<file path="config.mk">
export PLATFORM = sky130hd
export DESIGN_NAME = car_detector_flat
export DESIGN_NICKNAME = d
export VERILOG_FILES = /design/src/rtl/car_detector_if.sv /design/src/rtl/car_detector.sv /design/src/flat_wrapper.sv
export SDC_FILE = /design/constraint.sdc
export NUM_CORES = 1
export LEC_CHECK = 0
export ABC_AREA = 1
export BUFFER_PORTS_ARGS = -buffer_cell sky130_fd_sc_hd__buf_2
export CORE_MARGIN = 10
export CORE_UTILIZATION = 59
export CTS_BUF_LIST = sky130_fd_sc_hd__clkbuf_16
export DETAILED_ROUTE_END_ITERATION = 6
export MAX_ROUTING_LAYER = met4
export PLACE_DENSITY_LB_ADDON = 0.08
export SYNTH_ARGS = -nofsm -noshare
export SYNTH_HDL_FRONTEND = slang
export SYNTH_SLANG_ARGS = --single-unit
</file>
<file path="constraint.sdc">
create_clock -name clock -period 1.86 [get_ports clock]
set_clock_uncertainty 0.05 [all_clocks]
set_input_delay 0.372 -clock clock [delete_from_list [all_inputs] [get_ports clock]]
set_output_delay 0.372 -clock clock [all_outputs]
set_load 0.03 [all_outputs]
</file>
<file path="src/rtl/car_detector_if.sv">
// Loop-sensor / traffic-controller signal bundle for the car detector.
interface car_detector_if #(
    parameter int unsigned CNT_W = 3
);
    logic             loop_raw;
    logic             serve;
    logic             car;
    logic [CNT_W-1:0] queue_cnt;
    logic             overflow;
    logic             fault;

    modport master (output loop_raw, serve, input car, queue_cnt, overflow, fault);
    modport slave  (input loop_raw, serve, output car, queue_cnt, overflow, fault);
endinterface

</file>
<file path="src/rtl/car_detector.sv">
// Synchronises and debounces an inductive loop, queues arrivals and
// raises a request (or fail-safe request when the loop is stuck).
module car_detector #(
    parameter int unsigned DEB_CYCLES   = 4,
    parameter int unsigned STUCK_CYCLES = 1024,
    parameter int unsigned CNT_W        = 3
) (
    input  logic           clock,
    input  logic           reset,
    car_detector_if.slave  bus
);
    localparam int unsigned DEB_W = $clog2(DEB_CYCLES + 1);
    localparam int unsigned STK_W = $clog2(STUCK_CYCLES + 1);
    localparam logic [DEB_W-1:0] DEB_LIM = DEB_W'(DEB_CYCLES);
    localparam logic [STK_W-1:0] STK_LIM = STK_W'(STUCK_CYCLES);
    localparam logic [CNT_W-1:0] CNT_MAX = '1;
    // With a one-sample filter the check state accepts whatever follows.
    localparam bit SINGLE = (DEB_CYCLES == 1);

    typedef enum logic [1:0] {IDLE, RISE_CHK, OCCUPIED, FALL_CHK} state_e;

    state_e           state_q, state_d;
    logic             sync1_q, sync1_d;
    logic             loop_s_q, loop_s_d;
    logic [DEB_W-1:0] deb_cnt_q, deb_cnt_d;
    logic [STK_W-1:0] stuck_cnt_q, stuck_cnt_d;
    logic [CNT_W-1:0] queue_cnt_q, queue_cnt_d;
    logic             overflow_q, overflow_d;
    logic             fault_q, fault_d;
    logic             car_q, car_d;
    logic             arrive_c;

    always_ff @(posedge clock or negedge reset) begin
        if (!reset) begin
            state_q     <= IDLE;
            sync1_q     <= 1'b0;
            loop_s_q    <= 1'b0;
            deb_cnt_q   <= '0;
            stuck_cnt_q <= '0;
            queue_cnt_q <= '0;
            overflow_q  <= 1'b0;
            fault_q     <= 1'b0;
            car_q       <= 1'b0;
        end else begin
            state_q     <= state_d;
            sync1_q     <= sync1_d;
            loop_s_q    <= loop_s_d;
            deb_cnt_q   <= deb_cnt_d;
            stuck_cnt_q <= stuck_cnt_d;
            queue_cnt_q <= queue_cnt_d;
            overflow_q  <= overflow_d;
            fault_q     <= fault_d;
            car_q       <= car_d;
        end
    end

    // Synchroniser, debounce FSM and stuck-loop counter.
    always_comb begin
        sync1_d     = bus.loop_raw;
        loop_s_d    = sync1_q;
        state_d     = state_q;
        deb_cnt_d   = deb_cnt_q;
        stuck_cnt_d = stuck_cnt_q;
        arrive_c    = 1'b0;
        case (state_q)
            IDLE: begin
                if (loop_s_q) begin
                    state_d   = RISE_CHK;
                    deb_cnt_d = DEB_W'(1);
                end
            end
            RISE_CHK: begin
                if (!loop_s_q && !SINGLE) begin
                    state_d = IDLE;
                end else if (deb_cnt_q >= DEB_LIM) begin
                    state_d  = OCCUPIED;
                    arrive_c = 1'b1;
                end else begin
                    deb_cnt_d = deb_cnt_q + DEB_W'(1);
                end
            end
            OCCUPIED: begin
                if (stuck_cnt_q < STK_LIM) begin
                    stuck_cnt_d = stuck_cnt_q + STK_W'(1);
                end
                if (!loop_s_q) begin
                    state_d   = FALL_CHK;
                    deb_cnt_d = DEB_W'(1);
                end
            end
            FALL_CHK: begin
                if (loop_s_q && !SINGLE) begin
                    state_d = OCCUPIED;
                end else if (deb_cnt_q >= DEB_LIM) begin
                    state_d     = IDLE;
                    stuck_cnt_d = '0;
                end else begin
                    deb_cnt_d = deb_cnt_q + DEB_W'(1);
                end
            end
            default: state_d = IDLE;
        endcase
    end

    // Vehicle queue; a simultaneous arrival and service cancel out.
    always_comb begin
        queue_cnt_d = queue_cnt_q;
        overflow_d  = overflow_q;
        if (arrive_c && !bus.serve) begin
            if (queue_cnt_q != CNT_MAX) begin
                queue_cnt_d = queue_cnt_q + CNT_W'(1);
            end else begin
                overflow_d = 1'b1;
            end
        end else if (!arrive_c && bus.serve && (queue_cnt_q != '0)) begin
            queue_cnt_d = queue_cnt_q - CNT_W'(1);
        end
        fault_d = fault_q | (stuck_cnt_d == STK_LIM);
        car_d   = (queue_cnt_d != '0) | fault_d;
    end

    assign bus.car       = car_q;
    assign bus.queue_cnt = queue_cnt_q;
    assign bus.overflow  = overflow_q;
    assign bus.fault     = fault_q;
endmodule

</file>
<file path="src/flat_wrapper.sv">
// flat-port wrapper written by rule: the top's interface ports become plain ports
module car_detector_flat 
#(
    parameter int unsigned DEB_CYCLES   = 4,
    parameter int unsigned STUCK_CYCLES = 1024,
    parameter int unsigned CNT_W        = 3
)
  (clock, reset, bus_loop_raw, bus_serve, bus_car, bus_queue_cnt, bus_overflow, bus_fault);
  car_detector_if #(.CNT_W(CNT_W)) bus_i ();
  input  logic clock;
  input  logic reset;
  input wire logic [$bits(bus_i.loop_raw)-1:0] bus_loop_raw;
  input wire logic [$bits(bus_i.serve)-1:0] bus_serve;
  output wire logic [$bits(bus_i.car)-1:0] bus_car;
  output wire logic [$bits(bus_i.queue_cnt)-1:0] bus_queue_cnt;
  output wire logic [$bits(bus_i.overflow)-1:0] bus_overflow;
  output wire logic [$bits(bus_i.fault)-1:0] bus_fault;
  assign bus_i.loop_raw = bus_loop_raw;
  assign bus_i.serve = bus_serve;
  assign bus_car = bus_i.car;
  assign bus_queue_cnt = bus_i.queue_cnt;
  assign bus_overflow = bus_i.overflow;
  assign bus_fault = bus_i.fault;
  car_detector #(.DEB_CYCLES(DEB_CYCLES), .STUCK_CYCLES(STUCK_CYCLES), .CNT_W(CNT_W)) u_core (.clock(clock), .reset(reset), .bus(bus_i));
endmodule
</file>
# Word level (Yosys, flattened, before mapping)
# Index checks and enable logic that the tools add are counted.
# totals
register_bits,24
word_cells,63
# op_classes
addsub,4
n_lt_le_gt_ge,2
eq_ne,11
muxes,23
bitwise_logic,3
reduce_logical,11
# ops
operator,count
11-bit 2-to-1 mux,3
3-bit 2-to-1 mux,8
11-bit case mux with 2 select lines,1
2-bit 2-to-1 mux,6
3-bit case mux with 4 select lines,1
11-bit by 1-bit adder with 11-bit output (second input constant),1
11-bit == test (second input constant),1
11-bit < comparator (second input constant),1
2-bit case mux with 4 select lines,1
4-bit AND reduction,2
3-bit by 1-bit adder with 3-bit output (second input constant),2
3-bit inequality test (second input constant),2
3-bit nonzero test,2
2-bit == test (second input constant),2
2-bit by 1-bit inequality test with 1-bit output (second input constant),2
2-bit inequality test (second input constant),2
3-bit >= comparator (second input constant),1
1-bit logical AND,3
1-bit 2-to-1 mux,3
3-bit by 1-bit inequality test with 1-bit output (second input constant),1
3-bit by 1-bit subtractor with 3-bit output (second input constant),1
2-bit by 1-bit == test with 1-bit output (second input constant),1
1-bit logical NOT,2
2-bit logical NOT,1
3 further kinds,4

# Logic depth before layout (Yosys ltp)
# Gate-level depths: netlist of the first run.
# logic_depth
depth_word,11
mapped_depth,11
ltp_nobuf,11

# Least setup slack after synthesis of the first run
# OpenSTA, ideal clock, no wires.
# synth_timing
kind,flip-flop to flip-flop
start,"reg u_core.queue_cnt_q[0], in the netlist u_core.bus.queue_cnt[0]"
end,"reg u_core.car_q, in the netlist u_core.bus.car"
setup_time_ns,0.125
arrival_time_ns,1.583
t_required_ns,1.685
path_slack_ns,0.102
path_stages_with_launch,11
path_cell_list,dfrtp_1 inv_1 ha_1 a21oi_1 nand2_2 nor2_1 nand2_1 o21ai_1 nand2_1 nor2_1 nand3_1
# synth_between
elab_chain_len,6
elab_cells_between_ends,10
classes_between,add/sub (2); eq/ne (1); mux (3); bitwise (1); reduce/logical (3)
# synth_lines
element,line_no,source
from (decl),car_detector.sv:27,"logic [CNT_W-1:0] queue_cnt_q, queue_cnt_d;"
from (signal assigned),car_detector.sv:50,queue_cnt_q <= queue_cnt_d;
branches (longest 3 deep; another with 3-bit by 1-bit subtractor with 3-bit output),--,
3-bit 2-to-1 mux (*),car_detector.sv:109,if (arrive_c && !bus.serve) begin
3-bit nonzero test (*),car_detector.sv:119,car_d = (queue_cnt_d != '0) | fault_d;
1-bit bitwise OR (*),car_detector.sv:119,
net u_core.car_d,car_detector.sv:30,"logic car_q, car_d;"
to (signal assigned),car_detector.sv:53,car_q <= car_d;
to (decl),car_detector.sv:30,
# Mark *: on every way through the listed nets, which the timed path passes.
# A chain may end at the register's enable or synchronous reset.

# Worst setup path in the final report of the first run
# Same ends and word-level chain as after synthesis.

==> key figures, run 1 <==
Status
  – Status: completed

Yosys
  – #FFs+latches synth: 24
  – Asr flop ratio synth: 1.00
  – Post-synthesis sequential area ratio: 0.424
  – Leading area contributor after synthesis: dfrtp_1
  – Synthesized area: between 0.001 and 0.0015 sq mm
  – Synth Area per Inst: slightly below 8 sq um
  – Most common cell in the netlist: nand2_1
  – Cells after Synth: approximately 180
  – Commonest cells post-synth: 41 x nand2_1, 29 x inv_1, 24 x dfrtp_1
  – Number of synthesized flops with an enable pin: 0
  – Synth top area share: 0.424
  – Yosys warns: 0
  – Top FF cell, synth: dfrtp_1
  – Netlist cell types: 21
  – Dominant cells by area after synthesis: dfrtp_1 42%, nand2_1 11%, inv_1 7.7%, nand3_1 6.7%, ha_1 5.3%
  – Syn_nets: between 150 and 200

Critical path
  – CP Capture Type: register
  – Slowest cell on crit path: dfrtp_1
  – Critical path peak fanout: 4
  – CP max stage delay: 0.40 ns
  – RR Startpoint: u_core.bus.queue_cnt[0]$_DFF_PN0_
  – CP required: between 1.5 and 2 ns
  – Reg2reg end: u_core.bus.car$_DFF_PN0_
  – CP arrival: between 1.5 and 2 ns
  – Setup CP Type: register to register
  – Worst r2r path cells: 10
  – R2R Setup Slk: about 0.18 ns
  – Crit-path cells: inv_1 > ha_1 > a21oi_2 > nand2_2 > nor2_2 > nand2_1 > o21ai_1 > nand2_1 > nor2_1 > nand3_1
  – Worst setup SP type: register
  – Most frequent CP cell: nand2_1

Timing
  – Slack of the critical path: 0.177 ns
  – Max Fclk: 594 MHz
  – Slew margin rel.: 0.642
  – Final setup vio count: 0
  – Min Tclk post-route: roughly 1.7 ns
  – Slew Limit Fails: 0
  – Final-report hold violation count: 0
  – Slew @ Worst Pin: between 0.5 and 0.6 ns
  – Post-route clock period utilization: 0.905

Power
  – Power per cell area: about 1300 mW/mm^2
  – Leakage: ~0.83 nW
  – Peak VDD IR: ~0.00089 V

Floorplanning
  – Die width: 69.0 um
  – Core Area: between 0.002 and 0.0025 sq mm
  – Die ar.: approximately 0.0048 sq mm
  – Starting Density: 0.629
  – IO Count: 10
  – Die Ht: slightly below 70 um
  – Row count: 17

Global route
  – Initial antenna violation count: 0
  – GR Overflow Total: 0
  – First-pass GRT wire length: slightly above 5000 um
  – Largest net degree at the start of global routing: 25
  – GRT Total Usage: 0.125
  – Vias in the first global route: 1212

Place
  – Placed Cells incl. Taps: 220
  – Post-placement cell area: roughly 0.0015 sq mm
  – Hpwl dp: between 2000 and 2500 um
  – Pre-CTS setup slack: between 0.1 and 0.15 ns
  – Routability Congestion: about 0.85
  – Port Buffers: 9

Drt
  – DRC: 0
  – Starting DRT DRC Count: 88
  – Vias/cell: roughly 5.4
  – Vias: roughly 1200
  – DR pass1 iterations: 4
  – Routed wire length per instance: 13.0 um
  – Post-route ant nets: 0
  – WL final: 2940 um

Clocking
  – Clk slew on worst S/H paths: 0.06 ns
  – Longest Clk Path Bufs: 2
  – Clock Sinks: 24
  – TritonCTS Buffers: 3
  – Root buf cell: clkbuf_16
  – CTS tree: done
  – H-tree Lvls: 1
  – Clk Latency, worst-skew pair: between 0.2 and 0.3 ns

Final layout
  – Final instance area: around 0.0016 sq mm
  – Area growth from synthesis to layout: 12.7%
  – Number of fill cells: around 190
  – Antenna cells: 0
  – Layout cells sized above 1: 0.207
  – Layout net count: 209
  – Area taken by multi-input logic gates: 699 sq um
  – Post-layout util: 0.709
  – Reg area: ~600 sq um
  – Layout Cells excl Fill: around 230

Min path
  – HP Class: input port to async pin

Job
  – Max Cap Violations: 0
[cell families (layout without fill, tap and decap cells)]
kind of cell,Yosys count,count (layout),share of synthesized area
AO/OA/AOI/OAI,14,14,0.0556
adder cells (fa/ha/maj),6,6,0.0530
buffers and inverters,33,48,0.0874
flip-flops,24,24,0.424
AND/OR/NAND/NOR,106,106,0.380
[metrics by stage]
step / hold WS, ns / total power, mW / TNS, ns
final: 0.0402 / 2.09 / 0
after floorplan: 0.0264 / 1.38 / 0
after global placement: 0.294 / 1.54 / 0
after CTS: 0.0687 / 2.05 / 0
after detailed placement: 0.318 / 1.59 / 0
after global routing: 0.0850 / 2.25 / -0.0221
[placed cells by master (no fill, tap or decap)]
master     netlist  final
clkbuf_16        0      3
nand3b_1         1      1
a21oi_1          2      1
clkinv_1         0      1
nand4_1          5      5
buf_2            0      9
nor2_1          19     18
nand3_2          2      2
a21oi_2          0      1
nand2_4          1      1
inv_1           29     29
nand3_1         19     19
buf_4            0      2
dfrtp_1         24     24
o21bai_1         2      2
o21ai_0          7      7
nor2_4           2      2
nor3_1           1      1
nand2_2          8      8
nand2_1         41     41
o21ai_2          1      1
nor2_2           5      6
ha_1             6      6
inv_2            4      4
nor2_8           2      2
o21ai_1          2      2
[area by class of cell]
cell class	instances	area share
multi-input cells	126	0.438
flip-flops and latches	24	0.376
inverters	33	0.0775
clock buffers	3	0.0470
repair buffers	11	0.0376
well taps	28	0.0219
clock inverters	1	0.00235
[what timing repair did]
item / in CTS / in global routing
endpoints found under the setup margin: 0 / 1
hold buffers: 0 / 0
hold endpoints to repair: 0 / 0
setup buffers: 0 / 2
resized for setup: 0 / 2
[report_power, final]
part	internal, mW	switching, mW	leakage [nW]
Combinational	0.297	0.555	0.494
Sequential	0.645	0.129	0.302
Clock	0.287	0.178	0.0385
Total	1.23	0.862	0.834
[worst max-delay path by stage]
stage	startpoint	end	slack [ns]
after floorplan	u_core.bus.queue_cnt[0]$_DFF_PN0_	u_core.bus.car$_DFF_PN0_	0.10
after CTS	u_core.bus.queue_cnt[0]$_DFF_PN0_	u_core.bus.car$_DFF_PN0_	0.12
after detailed placement	u_core.bus.queue_cnt[0]$_DFF_PN0_	u_core.bus.car$_DFF_PN0_	0.13
after global routing	u_core.bus.queue_cnt[0]$_DFF_PN0_	u_core.bus.car$_DFF_PN0_	-0.02
final	u_core.bus.queue_cnt[0]$_DFF_PN0_	u_core.bus.car$_DFF_PN0_	0.18
after global placement	u_core.bus.queue_cnt[0]$_DFF_PN0_	u_core.bus.car$_DFF_PN0_	0.18
[critical path, delay by kind of cell (launching register included)]
family                   cells  cell delay, ns
AO/OA/AOI/OAI                2            0.29
adder cells (fa/ha/maj)      1            0.22
buffers and inverters        1            0.09
flip-flops                   1            0.40
AND/OR/NAND/NOR              6            0.51
[flip-flops by register name, indices dropped and copies added, names as in the netlist, named ones only]
register              flops
u_core.bus.fault          1
u_core.stuck_cnt_q       11
u_core.bus.car            1
u_core.loop_s_q           1
u_core.deb_cnt_q          3
u_core.bus.overflow       1
u_core.loop_s_d           1
u_core.state_q            1
u_core.bus.queue_cnt      3
[per-layer routing]
layer / up-vias / part of all wire / global-route usage / routed length, um
met4: 0 / 0.022 / 0.0643 / 64
met3: 8 / 0.039 / 0.0314 / 115
li1: 605 / - / - / -
met2: 32 / 0.51 / 0.219 / 1500
met1: 572 / 0.43 / 0.124 / 1260
met5: - / 0 / - / 0
Note: power is estimated with default switching activity, not from simulation.
==> run 2: changes to the inputs <==
- PLACE_DENSITY: default -> 0.88
- PLACE_DENSITY_LB_ADDON: 0.08 -> default
==> run 2 against run 1 <==
Compared with the run above: cell count is 0.44% lower; global-route usage is 1.5 points higher; sequential share of layout area is 0.58 points lower; critical path type unchanged; largest power group unchanged.
==> key figures, run 2 (synthesized netlist as in run 1, its figures left out) <==
Critical path
  – Worst setup SP type: register
  – CP Capture Type: register
  – CP arrival: 1.84 ns (+0.07 ns)
  – Crit-path cells: inv_2 > ha_1 > nand2_1 > o21ai_0 > inv_1 > nor2_1 > a21oi_2 > nand2_1 > nor2_1 > nand3_1
  – CP required: 1.93 ns (-0.02 ns)
  – Critical path peak fanout: 4 (unchanged)
  – CP Launch Point: u_core.bus.queue_cnt[0]$_DFF_PN0_
  – Slowest cell on crit path: dfrtp_1
  – RR Startpoint: u_core.bus.queue_cnt[0]$_DFF_PN0_
  – Worst r2r path cells: 10 (unchanged)
  – CP max stage delay: 0.41 ns (about the same)
  – Setup CP Type: register to register

Clocking
  – Clk Latency, worst-skew pair: 0.26 ns (about the same)
  – CTS tree: done
  – Clk slew on worst S/H paths: 0.06 ns (about the same)
  – H-tree Lvls: 1 (unchanged)
  – CTS hold repair buffers: 0 (unchanged)
  – TritonCTS Buffers: 3 (unchanged)
  – Root buf cell: clkbuf_16
  – Longest Clk Path Bufs: 2 (unchanged)
  – Clock Sinks: 24 (unchanged)

Global route
  – GRT Total Usage: 0.140 (+0.0151)
  – Vias in the first global route: 1273 (+5.0%)
  – GR Overflow Total: 0 (unchanged)
  – Largest net degree at the start of global routing: 25 (unchanged)
  – Initial antenna violation count: 0 (unchanged)
  – First-pass GRT wire length: 5560 um (+10%)

Timing
  – Final setup vio count: 0 (unchanged)
  – Slew Limit Fails: 0 (unchanged)
  – Slew @ Worst Pin: 0.532 ns (-0.00496 ns)
  – Final-report hold violation count: 0 (unchanged)
  – Slack of the critical path: 0.0957 ns (-0.0814 ns)
  – Slew margin rel.: 0.645 (+0.00330)
  – Min Tclk post-route: 1.76 ns (+0.0814 ns)
  – Post-route clock period utilization: 0.949 (+0.0438)
  – Max Fclk: 567 MHz (-4.6%)

Place
  – Port Buffers: 9 (unchanged)
  – Routability Congestion: 0.875 (+2.8%)
  – Pre-CTS setup slack: 0.145 ns (+0.0133 ns)
  – Placed Cells incl. Taps: 220 (unchanged)
  – Hpwl dp: 2280 um (+4.5%)

Drt
  – DRC: 0 (unchanged)
  – Vias/cell: 5.62 (+4.3%)
  – DR pass1 iterations: 5 (+1)
  – Starting DRT DRC Count: 140 (+59%)
  – WL final: 3330 um (+13%)
  – Vias: 1264 (+3.9%)
  – Post-route ant nets: 0 (unchanged)
  – Routed wire length per instance: 14.8 um (+14%)

Floorplanning
  – Die ar.: 0.00476 sq mm (unchanged)
  – Die width: 69.0 um (unchanged)
  – Core Area: 0.00225 sq mm (unchanged)
  – Starting Density: 0.629 (unchanged)
  – Row count: 17 (unchanged)
  – IO Count: 10 (unchanged)
  – Die Ht: 69.0 um (unchanged)

Final layout
  – Layout net count: 208 (-0.48%)
  – Commonest non-fill, non-tap cell in the layout: nand2_1
  – Area growth from synthesis to layout: 14.5%
  – Layout Cells excl Fill: 225 (-0.44%)
  – Biggest register: u_core.stuck_cnt_q
  – Max reg flops: 11 (unchanged)
  – Commonest cells after routing, fill and taps aside: 41 x nand2_1, 28 x inv_1, 24 x dfrtp_1
  – Number of fill cells: 167 (-9.7%)
  – Layout cells sized above 1: 0.213 (+0.00613)
  – Antenna cells: 0 (unchanged)

Min path
  – HP Class: input port to async pin

Job
  – Max Cap Violations: 0 (unchanged)

Power
  – Peak VDD IR: 0.00116 V (+30%)
  – Leakage: 0.842 nW (+0.94%)
  – Power per cell area: 1410 mW/mm^2 (+7.5%)

Status
  – Status: completed
==> run 2: layout make-up <==
| type | instances | area (sq um) | area share |
|---|---|---|---|
| clock buffers | 3 | 75.1 | 0.0463 |
| clock inverters | 1 | 30.0 | 0.0185 |
| inverters | 33 | 124 | 0.0763 |
| multi-input cells | 126 | 706 | 0.435 |
| flip-flops and latches | 24 | 601 | 0.370 |
| well taps | 28 | 35.0 | 0.0216 |
| repair buffers | 10 | 52.6 | 0.0324 |
==> run 2: worst max-delay path, delay by kind of cell (launching register included) <==
kind | cells | cell delay, ns
and+or+nand+nor | 5 | 0.43
adders and majority gates | 1 | 0.30
buffers and inverters | 2 | 0.17
DFF | 1 | 0.41
AOI/OAI and AO/OA | 2 | 0.25
==> run 2: path summary, 6_finish.rpt <==
kind	to	slack [ns]
min in group clock	u_core.loop_s_d$_DFF_PN0_	0.18
max in group asynchronous	u_core.stuck_cnt_q[5]$_DFF_PN0_	1.36
worst min register to register	u_core.loop_s_q$_DFF_PN0_	0.32
worst max-delay path	u_core.bus.car$_DFF_PN0_	0.1
worst min-delay path	u_core.stuck_cnt_q[4]$_DFF_PN0_	0.04
worst max register to register	u_core.bus.car$_DFF_PN0_	0.1
==> run 2: power by group <==
| group | leakage (nW) | switching, mW | total, mW | internal (mW) |
|---|---|---|---|---|
| Combinational | 0.489 | 0.605 | 0.887 | 0.282 |
| Clock | 0.0511 | 0.182 | 0.610 | 0.428 |
| Sequential | 0.302 | 0.140 | 0.785 | 0.645 |
| Total | 0.842 | 0.928 | 2.28 | 1.35 |
==> run 2: repair_timing <==
item	in CTS	in global routing
setup buffers	0	1
endpoints found under the setup margin	0	2
gates resized for setup	0	5
==> run 2: metal layers <==
metal,track usage,routed length (um),vias to the layer above
li1,-,-,598
met1,0.153,1340,614
met2,0.238,1740,44
met3,0.0399,186,8
met4,0.0443,66,0
met5,-,0,-
==> run 2: metrics by stage <==
stage | utilization | cell area, sq um | hold WS [ns] | power (mW) | TNS (ns)
floorplan | - | 1420 | 0.0264 | 1.38 | 0
global placement | 0.664 | 1500 | 0.282 | 1.55 | 0
detailed placement | 0.664 | 1500 | 0.315 | 1.59 | 0
CTS | 0.711 | 1600 | 0.0594 | 2.23 | 0
global route | 0.720 | 1620 | 0.0789 | 2.45 | -0.0279
finish | 0.720 | 1620 | 0.0364 | 2.28 | 0
==> run 3: changes to the inputs <==
- CORE_MARGIN: 10 -> 3
==> run 3 against run 2 <==
Compared with the run above: wire length shrank 12%; worst setup slack gained 0.028 ns; maximum frequency grew 1.6%; critical path type unchanged.
==> key figures, run 3 (synthesized netlist as in run 1, its figures left out) <==
Status
  – Status: completed

Timing
  – Final-report hold violation count: 0 (unchanged)
  – Slew margin rel.: 0.645 (about the same)
  – Post-route clock period utilization: 0.933 (-0.0153)
  – Min Tclk post-route: 1.74 ns (-0.0285 ns)
  – Max Fclk: 576 MHz (+1.6%)
  – Slew Limit Fails: 0 (unchanged)
  – Slew @ Worst Pin: 0.532 ns (-0.0000135 ns)
  – Slack of the critical path: 0.124 ns (+0.0285 ns)
  – Final setup vio count: 0 (unchanged)

Drt
  – DRC: 0 (unchanged)
  – Vias/cell: 5.25 (-6.6%)
  – Post-route ant nets: 0 (unchanged)
  – Starting DRT DRC Count: 21 (-85%)
  – Routed wire length per instance: 13.0 um (-12%)
  – DR pass1 iterations: 4 (-1)
  – WL final: 2930 um (-12%)
  – Vias: 1186 (-6.2%)

Clocking
  – Longest Clk Path Bufs: 2 (unchanged)
  – CTS hold repair buffers: 0 (unchanged)
  – Clk Latency, worst-skew pair: 0.26 ns (about the same)
  – CTS tree: done
  – Clock Sinks: 24 (unchanged)
  – Root buf cell: clkbuf_16
  – H-tree Lvls: 1 (unchanged)
  – Clk slew on worst S/H paths: 0.06 ns (about the same)
  – TritonCTS Buffers: 3 (unchanged)

Final layout
  – Layout net count: 209 (+0.48%)
  – Number of fill cells: 176 (+5.4%)
  – Commonest non-fill, non-tap cell in the layout: nand2_1
  – Layout Cells excl Fill: 226 (+0.44%)
  – Biggest register: u_core.stuck_cnt_q
  – Max reg flops: 11 (unchanged)
  – Post-layout util: 0.719 (about the same)
  – Commonest cells after routing, fill and taps aside: 41 x nand2_1, 29 x inv_1, 24 x dfrtp_1
  – Antenna cells: 0 (unchanged)
  – Layout cells sized above 1: 0.207 (-0.00613)
  – Area growth from synthesis to layout: 14.4% (about the same)

Place
  – Hpwl dp: 2130 um (-6.3%)
  – Placed Cells incl. Taps: 220 (unchanged)
  – Routability Congestion: 0.895 (+2.3%)
  – Pre-CTS setup slack: 0.141 ns (-0.00396 ns)
  – Port Buffers: 9 (unchanged)

Floorplanning
  – IO Count: 10 (unchanged)
  – Core Area: 0.00225 sq mm (unchanged)
  – Die width: 55.0 um (-20%)
  – Die ar.: 0.00303 sq mm (-36%)
  – Die Ht: 55.0 um (-20%)
  – Starting Density: 0.629 (unchanged)
  – Row count: 17 (unchanged)

Global route
  – GR Overflow Total: 0 (unchanged)
  – Largest net degree at the start of global routing: 25 (unchanged)
  – Vias in the first global route: 1049 (-18%)
  – First-pass GRT wire length: 4650 um (-16%)
  – Initial antenna violation count: 0 (unchanged)
  – GRT Total Usage: 0.223 (+0.0838)

Critical path
  – Setup CP Type: register to register
  – Worst setup SP type: register
  – Critical path peak fanout: 3 (-1)
  – CP Capture Type: register
  – CP arrival: 1.83 ns (about the same)
  – CP required: 1.95 ns (+0.02 ns)

Min path
  – HP Class: input port to async pin

Job
  – Max Cap Violations: 0 (unchanged)

Power
  – Leakage: 0.847 nW (+0.58%)
  – Power per cell area: 1390 mW/mm^2 (-1.2%)
  – Peak VDD IR: 0.000926 V (-20%)
-- run 3: repair_timing --
action | CTS | global route
setup buffers | 0 | 2
resized for setup | 0 | 1
setup endpoints to repair | 0 | 1
-- run 3: worst paths after layout --
path                                              endpoint  slack [ns]                               from  cells after the start
max reg2reg                       u_core.bus.car$_DFF_PN0_        0.12  u_core.bus.queue_cnt[0]$_DFF_PN0_                     10
min reg2reg                      u_core.loop_s_q$_DFF_PN0_        0.32          u_core.loop_s_d$_DFF_PN0_                      0
min                          u_core.state_q[0]$_DFFE_PN0P_        0.04                              reset                      1
min in group clock               u_core.loop_s_d$_DFF_PN0_        0.17                       bus_loop_raw                      1
max in group asynchronous  u_core.deb_cnt_q[2]$_DFFE_PN0P_        1.37                              reset                      1
max                               u_core.bus.car$_DFF_PN0_        0.12  u_core.bus.queue_cnt[0]$_DFF_PN0_                     10
-- run 3: layout make-up --
cell class                      instances  area [sq um]  area share
Multi-Input combinational cell        126           697       0.430
Inverter                               33           124      0.0764
Timing Repair Buffer                   11          60.1      0.0370
Clock inverter                          1          30.0      0.0185
Sequential cell                        24           601       0.370
Tap cell                               28          35.0      0.0216
Clock buffer                            3          75.1      0.0463
-- run 3: through the flow --
stage | instance area [sq um] | TNS [ns] | power, mW | hold slack, ns
3_3_place_gp | 1500 | 0 | 1.54 | 0.283
2_1_floorplan | 1420 | 0 | 1.38 | 0.0264
6_report | 1620 | 0 | 2.25 | 0.0419
5_1_grt | 1620 | -0.0397 | 2.43 | 0.0767
4_1_cts | 1600 | 0 | 2.21 | 0.0547
3_5_place_dp | 1500 | 0 | 1.59 | 0.304
-- run 3: critical path, stage by stage, from the launching register on --
cell	delay [ns]
dfrtp_1	0.39
inv_1	0.09
ha_1	0.22
a21oi_2	0.21
nand2_2	0.10
nand2_1	0.07
nand2_1	0.05
a21oi_1	0.20
nand2_1	0.08
nor2_1	0.09
nand3_1	0.08
-- run 3: metal layers --
metal  share of wire  vias to the layer above  wire, um  track usage
met5               0                        -         0            -
met4          0.0072                        0        21       0.0931
met3           0.035                        2       102       0.0349
met2            0.51                       21      1500        0.356
met1            0.45                      561      1310        0.282
li1                -                      602         -            -
-- run 3: where the power goes --
part | switching (mW) | leakage [nW] | total, mW | internal [mW]
Sequential | 0.133 | 0.302 | 0.778 | 0.645
Clock | 0.180 | 0.0511 | 0.608 | 0.428
Combinational | 0.570 | 0.494 | 0.868 | 0.298
